**config.mk**
```make
export PLATFORM = sky130hd
export DESIGN_NAME = wb_arbiter
export DESIGN_NICKNAME = d
export VERILOG_FILES = /design/src/rtl/wb_arbiter.sv
export SDC_FILE = /design/constraint.sdc
export NUM_CORES = 1
export LEC_CHECK = 0
export CAP_MARGIN = 30
export CORE_MARGIN = 2
export CORE_UTILIZATION = 55
export CTS_CLUSTER_SIZE = 24
export DETAILED_ROUTE_END_ITERATION = 12
export DONT_BUFFER_PORTS = 1
export MAX_ROUTING_LAYER = met4
export PLACE_DENSITY_LB_ADDON = 0.3
export SLEW_MARGIN = 10
export SYNTH_ARGS = -nofsm -noshare
export SYNTH_HDL_FRONTEND = slang
export SYNTH_SLANG_ARGS = --single-unit
export TNS_END_PERCENT = 10
```
**constraint.sdc**
```tcl
create_clock -name clk -period 2.98 [get_ports clk]
set_input_delay 0.447 -clock clk [delete_from_list [all_inputs] [get_ports clk]]
set_output_delay 0.447 -clock clk [all_outputs]
set_load 0.005 [all_outputs]
```
**src/rtl/wb_arbiter.sv**
```systemverilog
// rtl/wb_arbiter.sv - write-back arbiter for the register file write port (optional scoreboard: WB_SCOREBOARD_EN)
module wb_arbiter #(
  parameter int STARVE_LIMIT = 4,
  parameter int CNT_W        = 3
) (
  input  logic        clk,
  input  logic        rst,
  input  logic        ex_valid_i,
  input  logic [4:0]  ex_waddr_i,
  input  logic [31:0] ex_wdata_i,
  output logic        ex_ready_o,
  input  logic        mc_valid_i,
  input  logic [4:0]  mc_waddr_i,
  input  logic [31:0] mc_wdata_i,
  output logic        mc_ready_o,
  input  logic        mc_issue_i,
  input  logic [4:0]  mc_issue_rd_i,
  output logic        reg_wen_o,
  output logic [4:0]  reg_waddr_o,
  output logic [31:0] reg_wdata_o,
  output logic [31:0] busy_o
);

  localparam logic [CNT_W-1:0] LIMIT = CNT_W'(STARVE_LIMIT);

  logic [CNT_W-1:0] wait_q, wait_d;
  logic             starve;
  logic             ex_fire, mc_fire;
  logic             wen_q, wen_d;
  logic [4:0]       waddr_q, waddr_d;
  logic [31:0]      wdata_q, wdata_d;

  // EX has priority until MC has been blocked long enough to be starving
  assign starve     = (wait_q == LIMIT);
  assign ex_ready_o = rst && !(mc_valid_i && starve);
  assign mc_ready_o = rst && (!ex_valid_i || starve);
  assign ex_fire    = ex_valid_i && ex_ready_o;
  assign mc_fire    = mc_valid_i && mc_ready_o;

  // MC wait counter: counts consecutive blocked cycles, saturating at the limit
  always_comb begin
    wait_d = wait_q;
    if (!mc_valid_i || mc_fire) begin
      wait_d = '0;
    end else if (!mc_ready_o && !starve) begin
      wait_d = wait_q + 1'b1;
    end
  end

  // Capture the granted request; writes to x0 complete but never enable the port
  always_comb begin
    wen_d   = 1'b0;
    waddr_d = waddr_q;
    wdata_d = wdata_q;
    if (ex_fire) begin
      wen_d   = (ex_waddr_i != 5'd0);
      waddr_d = ex_waddr_i;
      wdata_d = ex_wdata_i;
    end else if (mc_fire) begin
      wen_d   = (mc_waddr_i != 5'd0);
      waddr_d = mc_waddr_i;
      wdata_d = mc_wdata_i;
    end
  end

  // Arbiter and output-stage state; reset drops any captured write
  always_ff @(posedge clk) begin
    if (!rst) begin
      wait_q  <= '0;
      wen_q   <= 1'b0;
      waddr_q <= 5'd0;
      wdata_q <= 32'd0;
    end else begin
      wait_q  <= wait_d;
      wen_q   <= wen_d;
      waddr_q <= waddr_d;
      wdata_q <= wdata_d;
    end
  end

  assign reg_wen_o   = wen_q;
  assign reg_waddr_o = waddr_q;
  assign reg_wdata_o = wdata_q;

`ifdef WB_SCOREBOARD_EN
  logic [31:0] busy_q, busy_d;

  // Pending-write scoreboard: MC transfer clears, issue sets, set wins on a tie
  always_comb begin
    busy_d = busy_q;
    if (mc_fire) begin
      busy_d[mc_waddr_i] = 1'b0;
    end
    if (mc_issue_i && (mc_issue_rd_i != 5'd0)) begin
      busy_d[mc_issue_rd_i] = 1'b1;
    end
    busy_d[0] = 1'b0;
  end

  // Scoreboard register
  always_ff @(posedge clk) begin
    if (!rst) begin
      busy_q <= 32'd0;
    end else begin
      busy_q <= busy_d;
    end
  end

  assign busy_o = busy_q;
`else
  logic unused_issue;
  assign unused_issue = ^{mc_issue_i, mc_issue_rd_i};
  assign busy_o       = 32'd0;
`endif

endmodule

```
=== Word level (Yosys, flattened, before mapping) ===
Cells that the tools add are included.
W data, S select, Z words.

* Equality and inequality tests: 1
* Reductions and logical operators: 17
* Add/subtract/negate cells: 1
* Bitwise operators: 1
* Muxes and demuxes: 6

{| class="wikitable"
|+ Operators by type and width
! kind !! number
|-
| $mux W32 || 2
|-
| $mux W5 || 2
|-
| $reduce_bool A5 Y1 || 2
|-
| $logic_and A1 B1 Y1 || 6
|-
| $logic_not A1 Y1 || 5
|-
| $add A3 B1 Y3 const B || 1
|-
| $eq A3 B3 Y1 const B || 1
|-
| $logic_or A1 B1 Y1 || 2
|-
| $mux W1 || 2
|-
| $reduce_bool A2 Y1 || 1
|-
| $reduce_or A2 Y1 || 1
|-
| $not A1 Y1 || 1
|}

* Input port bits: 84
* Flip-flop bits (word level): 41
* Output and inout bits: 72
* Word-level logic and storage cells: 30

=== Longest topological paths before layout ===
Gate-level depths: netlist of run 1.

* Depth in word-level cells: 6
* Depth in mapped cells: 7

=== Least setup slack after synthesis of run 1 ===
OpenSTA, ideal clock, no wires.

* Kind: register to output
* From: reg wait_q[0]
* To: out mc_ready_o
* Arrival: 1.278 ns
* Stages on the path, launching flop included: 7
* Path slack: 1.255 ns
* Data required time: 2.533 ns
* Path buffers: 2
* Path through: dfxtp_1 -> inv_1 -> ha_1 -> a21bo_2 -> buf_4 -> buf_2 -> and2_1

* Word-level cells in the longest chain between the ends: 3

{| class="wikitable"
|+ Ends and longest elaborated chain
! element !! RTL line !! text
|-
| start, declared || 26 || <nowiki>logic [CNT_W-1:0] wait_q, wait_d;</nowiki>
|-
| start signal, assigned || 74 || <nowiki>wait_q <= wait_d;</nowiki>
|-
| $eq A3 B3 Y1 || 34 || <nowiki>assign starve = (wait_q == LIMIT);</nowiki>
|-
| $logic_or A1 B1 Y1 || 36 || <nowiki>assign mc_ready_o = rst && (!ex_valid_i || starve);</nowiki>
|-
| $logic_and A1 B1 Y1 || 36 ||
|-
| end, declared || 15 || <nowiki>output logic mc_ready_o,</nowiki>
|}

Every way passes these cells.

=== Final worst setup path of run 1 ===
Ends and elaborated chain as after synthesis.

==> reports/results.ini, run 1 <==
[yosys]
syn_inst = 283
ys_seq_area_share_pct = 34.1
synth_seq_cells = 41
yosys_most_used_dff = dfxtp_1
synth_cell_types = 30
yosysWarnings = 0
avgSynthCellArea_sq_um = 8.51
netlist_area_sq_um = 2410
synth_enable_flop_cells = 0
async_reset_ff_share_pct = 0

[final_layout]
drive_above_1_share_pct = 10.2
layout_commonest_cell = dfxtp_1
n_antenna_cell = 0
layout_common_cells = dfxtp_1 (41), nand4_1 (37), o31ai_1 (37)
final_nets = 343
fillers = 415
area.growth.synth_to_final_pct = -5.25
fin_cells = 308

[setup_path]
worstPathMaxFanout = 28
slowest_delay_ps = 550
reg2reg_depth = 6
r2r_setup_slack_ps = 1100
cp-end-kind = primary output
crit_slowest_cell = a21bo_2
crit_type = reg -> out
worst-path-buf-inv = 1
path_cells = inv_1 -> ha_1 -> a21bo_2 -> and2_1
path_depth = 4
arrival_ps = 1670
start_kind = register
cpLargestDelayFamily = compound AO/OA/AOI/OAI gates
crit_required_ps = 2530

[placed_design]
gp_congestion = 0.756
place_inst = 302
hpwl_um = 3740
port_buffers = 0
post-place-ws_ps = 1100

[routing]
drc = 0
drt_iter0_markers = 138
routedWlPerCell_um = 19.7
viasPerCell = 6.80
drtPass1Iterations = 4
final_antenna_net_count = 0
num_vias = 2093
finalWirelength_um = 6060

[sta]
finalCritPeriodShare_pct = 71.2
fin_crit_ps = 2120
max_slew_margin_pct = 60.1
finClkSkew_ps = 7.18
setup_tns_ps = 0
finalSetupViolCount = 0
worstMarginPinSlew_ps = 597
max_freq_mhz = 471
finalWorstSetupSlack_ps = 859
hold_viol_final = 0
final_max_slew_viol_count = 0
rsz0062_at_grt = false

[pwr]
cellLeakagePower_nw = 0.748
combPwrFrac_pct = 12.6
peakVddDrop_uv = 305
power_density_nw_per_um2 = 477
power_switching_uw = 295
p_clk_share_pct = 30.8
swShare_pct = 27.1
pwr-share-seq_pct = 56.6
internal_power_uw = 793

[global_routing]
first_global_vias = 2021
grt_overflow_total = 0
antenna_found_initial = 0
grt_pass1_wl_um = 9980
track_usage_pct = 25.5
grt_max_degree = 79

[die]
core_area_sq_um = 4290
io_pins = 156
die_area_sq_um = 4920
die_y_um = 70.2
start_util_pct = 56.1
rows = 24
die_w_um = 70.2

[cts]
post-cts-setup-buffer-count = 0
cts_resized = 0
htreeDepth = 2
holdBufCountCts = 0
root_buffer = clkbuf_8
clk_latency_ps = 290
clk_path_buf_depth = 2
cts_buffers = 5
cts_tree = built
path_clk_slew_ps = 80
cts.sinks = 41

[min_path]
hold_depth = 2
hp-class = in -> reg

[run]
max_cap_viol_count = 0

[outcome]
outcome = completed

## registers in the layout, indices dropped and copies added (netlist names)
register	cells
reg_wdata_o	32
reg_waddr_o	5
reg_wen_o	1
wait_q	3
## cell type report
type,count,area (sq um),area share (%)
multi-input cells,201,1270,55.6
well taps,52,65.1,2.85
clock inverters,1,5.00,0.219
repair buffers,6,45.0,1.97
flip-flops and latches,41,821,36.0
inverters,2,7.51,0.329
clock buffers,5,68.8,3.02
## worst register-to-register path: stages (launching register included)
cell      delay (ps)
dfxtp_1          330
inv_1             50
ha_1             250
a21boi_2         450
buf_4            370
o21ai_0          170
a31oi_2          190
## metrics by stage
| step | hold slack, ps | util [%] | total power [mW] | cell area [sq um] |
|---|---|---|---|---|
| floorplan | 472 | - | 0.791 | 2520 |
| global placement | 492 | 51.4 | 0.762 | 2210 |
| detailed placement | 503 | 51.4 | 0.765 | 2210 |
| CTS | 271 | 53.1 | 1.10 | 2280 |
| global route | 269 | 53.1 | 1.15 | 2280 |
| finish | 275 | 53.1 | 1.09 | 2280 |
## final timing paths
path,startpoint,end
worst min register to register,reg_wdata_o[6]$_SDFFE_PN0P_,reg_wdata_o[6]$_SDFFE_PN0P_
worst max register to register,wait_q[0]$_SDFFE_PP0P_,reg_wdata_o[17]$_SDFFE_PN0P_
worst min-delay path,rst,reg_wdata_o[29]$_SDFFE_PN0P_
worst max-delay path,wait_q[0]$_SDFFE_PP0P_,mc_ready_o
## cell families (layout without fill, tap and decap cells)
group           after synthesis  in the layout  synth area share, %
compound gates              115            115                 33.0
fa+ha+maj                     2              2                 1.04
buf+inv                      72             14                 18.2
flops                        41             41                 34.1
mux                           1              1                0.416
other cells                   1             32                0.156
simple gates                 51             51                 13.1
## Yosys cell counts (2+ instances only)
library cell,number,area share (%)
buf_2,13,2.7
and3_1,2,0.52
nand2_1,2,0.31
inv_1,2,0.31
ha_1,2,1.0
dfxtp_1,41,34
nand4_1,37,9.6
buf_1,2,0.31
nor2_1,3,0.47
a31oi_2,11,5.7
a31oi_1,26,6.8
clkbuf_1,17,2.7
buf_6,3,1.4
buf_4,34,11
o21ai_1,4,0.83
o31ai_1,37,12
o21ai_0,33,6.9
or4_1,2,0.62
## layer usage
| layer | up-vias | global-route usage (%) | part of all wire, % |
|---|---|---|---|
| met5 | - | - | 0 |
| li1 | 970 | - | - |
| met1 | 996 | 30.4 | 40 |
| met4 | 0 | 7.69 | 1.0 |
| met3 | 8 | 8.80 | 11 |
| met2 | 119 | 40.8 | 48 |
## power by group through the flow
stage	clock network, mW	logic (mW)	registers [mW]
CTS	0.344	0.137	0.616
finish	0.334	0.138	0.615
global route	0.368	0.158	0.620
floorplan	0	0.171	0.620
global placement	0	0.133	0.628
detailed placement	0	0.137	0.628
Power figures use the tool's default switching activity.
==> run 2: changes to the inputs <==
Clock period 2.98 ns to 2.2 ns, I/O delays scaled along.
==> reports/results.ini, run 2 (synthesis gave the netlist of run 1 again) <==
[outcome]
outcome = completed

[pwr]
peakVddDrop_uv = 357
p_clk_share_pct = 38.2
combPwrFrac_pct = 11.7
power_switching_uw = 423
swShare_pct = 25.4
pwr-share-seq_pct = 50.2
power_density_nw_per_um2 = 702
internal_power_mw = 1.24
cellLeakagePower_nw = 0.790

[routing]
final_antenna_net_count = 0
drc = 0
finalWirelength_um = 6040
drt_iter0_markers = 180
drtPass1Iterations = 4
viasPerCell = 6.75
routedWlPerCell_um = 19.2
num_vias = 2118

[final_layout]
seq_area_sq_um = 821
area.growth.synth_to_final_pct = -1.56
drive_above_1_share_pct = 12.2
layout_commonest_cell = dfxtp_1
layout_common_cells = dfxtp_1 (41), nand4_1 (37), o31ai_1 (37)
fin_cells = 314
post-route-util_pct = 55.2
fillers = 415
n_antenna_cell = 0
largest_register_ffs = 32
final_nets = 347
multiInputGateArea_sq_um = 1270

[setup_path]
worstPathMaxFanout = 20
r2r_setup_slack_ps = 410
path_cells = inv_1 -> ha_1 -> a21bo_2 -> and2_1
worst-path-buf-inv = 1
crit_type = reg -> out
cpLargestDelayFamily = compound AO/OA/AOI/OAI gates
arrival_ps = 1580
start_kind = register
crit_slowest_cell = a21bo_2
path_depth = 4
crit_required_ps = 1870
rr_startpoint = wait_q[0]$_SDFFE_PP0P_
reg2reg_depth = 6
cp-end-kind = primary output
timing.rr.end = reg_wdata_o[15]$_SDFFE_PN0P_
slowest_delay_ps = 440

[sta]
hold_viol_final = 0
finClkSkew_ps = 6.41
finalCritPeriodShare_pct = 86.9
fin_crit_ps = 1910
setup_tns_ps = 0
max_freq_mhz = 523
final_max_slew_viol_count = 0
worstMarginPinSlew_ps = 591
rsz0062_at_grt = false
max_slew_margin_pct = 60.5
finalSetupViolCount = 0

[global_routing]
antenna_found_initial = 0
grt_pass1_wl_um = 9770
first_global_vias = 1911
track_usage_pct = 25.2
grt_max_degree = 79
grt_overflow_total = 0

[die]
die_y_um = 70.2
die_w_um = 70.2
io_pins = 156
start_util_pct = 56.1
core_area_sq_um = 4290
die_area_sq_um = 4920
rows = 24

[min_path]
hp-class = in -> reg
hold_depth = 2
holdPathEnd = reg_wdata_o[27]$_SDFFE_PN0P_
min_from = rst

[cts]
holdBufCountCts = 0
cts_buffers = 5
clk_latency_ps = 290
path_clk_slew_ps = 80
clk_path_buf_depth = 2
htreeDepth = 2
cts_tree = built
cts.sinks = 41
cts_resized = 0
root_buffer = clkbuf_8
post-cts-setup-buffer-count = 0

[placed_design]
place_inst = 306
hpwl_um = 3840
port_buffers = 0
gp_congestion = 0.751

[run]
max_cap_viol_count = 0

==> run 2: cell count changes in the layout (fill, tap and decap cells not counted), sizes merged <==
cell | previous run | this run
clkbuf | 5 | 6
bufinv | 0 | 1
buf | 6 | 10
clkinv | 1 | 0
clkinvlp | 0 | 1
==> run 2: area by class of cell <==
class	count	share of cell area (%)
clock inverters	2	1.58
multi-input cells	201	53.5
clock buffers	6	3.48
repair buffers	10	3.70
well taps	52	2.75
inverters	2	0.317
flip-flops and latches	41	34.6
==> run 2: worst max-delay path by stage <==
stage | startpoint | endpoint | slack (ps)
floorplan | wait_q[0]$_SDFFE_PP0P_ | mc_ready_o | 590
global placement | wait_q[0]$_SDFFE_PP0P_ | reg_wdata_o[16]$_SDFFE_PN0P_ | 460
detailed placement | wait_q[0]$_SDFFE_PP0P_ | reg_wdata_o[15]$_SDFFE_PN0P_ | 430
CTS | wait_q[0]$_SDFFE_PP0P_ | mc_ready_o | 280
global route | wait_q[0]$_SDFFE_PP0P_ | mc_ready_o | 200
finish | wait_q[0]$_SDFFE_PP0P_ | mc_ready_o | 290
==> run 2: per-stage QoR <==
step | cell area (sq um) | power [mW] | hold WS (ps) | worst slack (ps)
finish | 2370 | 1.66 | 167 | 289
global route | 2370 | 1.76 | 142 | 201
global placement | 2250 | 1.04 | 466 | 461
floorplan | 2520 | 1.07 | 472 | 592
CTS | 2370 | 1.68 | 151 | 283
detailed placement | 2250 | 1.04 | 471 | 431
==> run 2: power by group through the flow <==
stage / registers (mW) / logic [mW] / clock network, mW
floorplan: 0.840 / 0.231 / 0
detailed placement: 0.851 / 0.193 / 0
global route: 0.841 / 0.221 / 0.696
global placement: 0.851 / 0.189 / 0
CTS: 0.835 / 0.193 / 0.651
finish: 0.834 / 0.194 / 0.635
==> run 2: metal layers <==
layer  GRT usage, %  share of wire (%)  wire length (um)
met1           31.3                 41              2490
met2           38.5                 47              2820
met3           8.66                 11               666
met4           8.76                1.1                65
met5              -                  0                 0
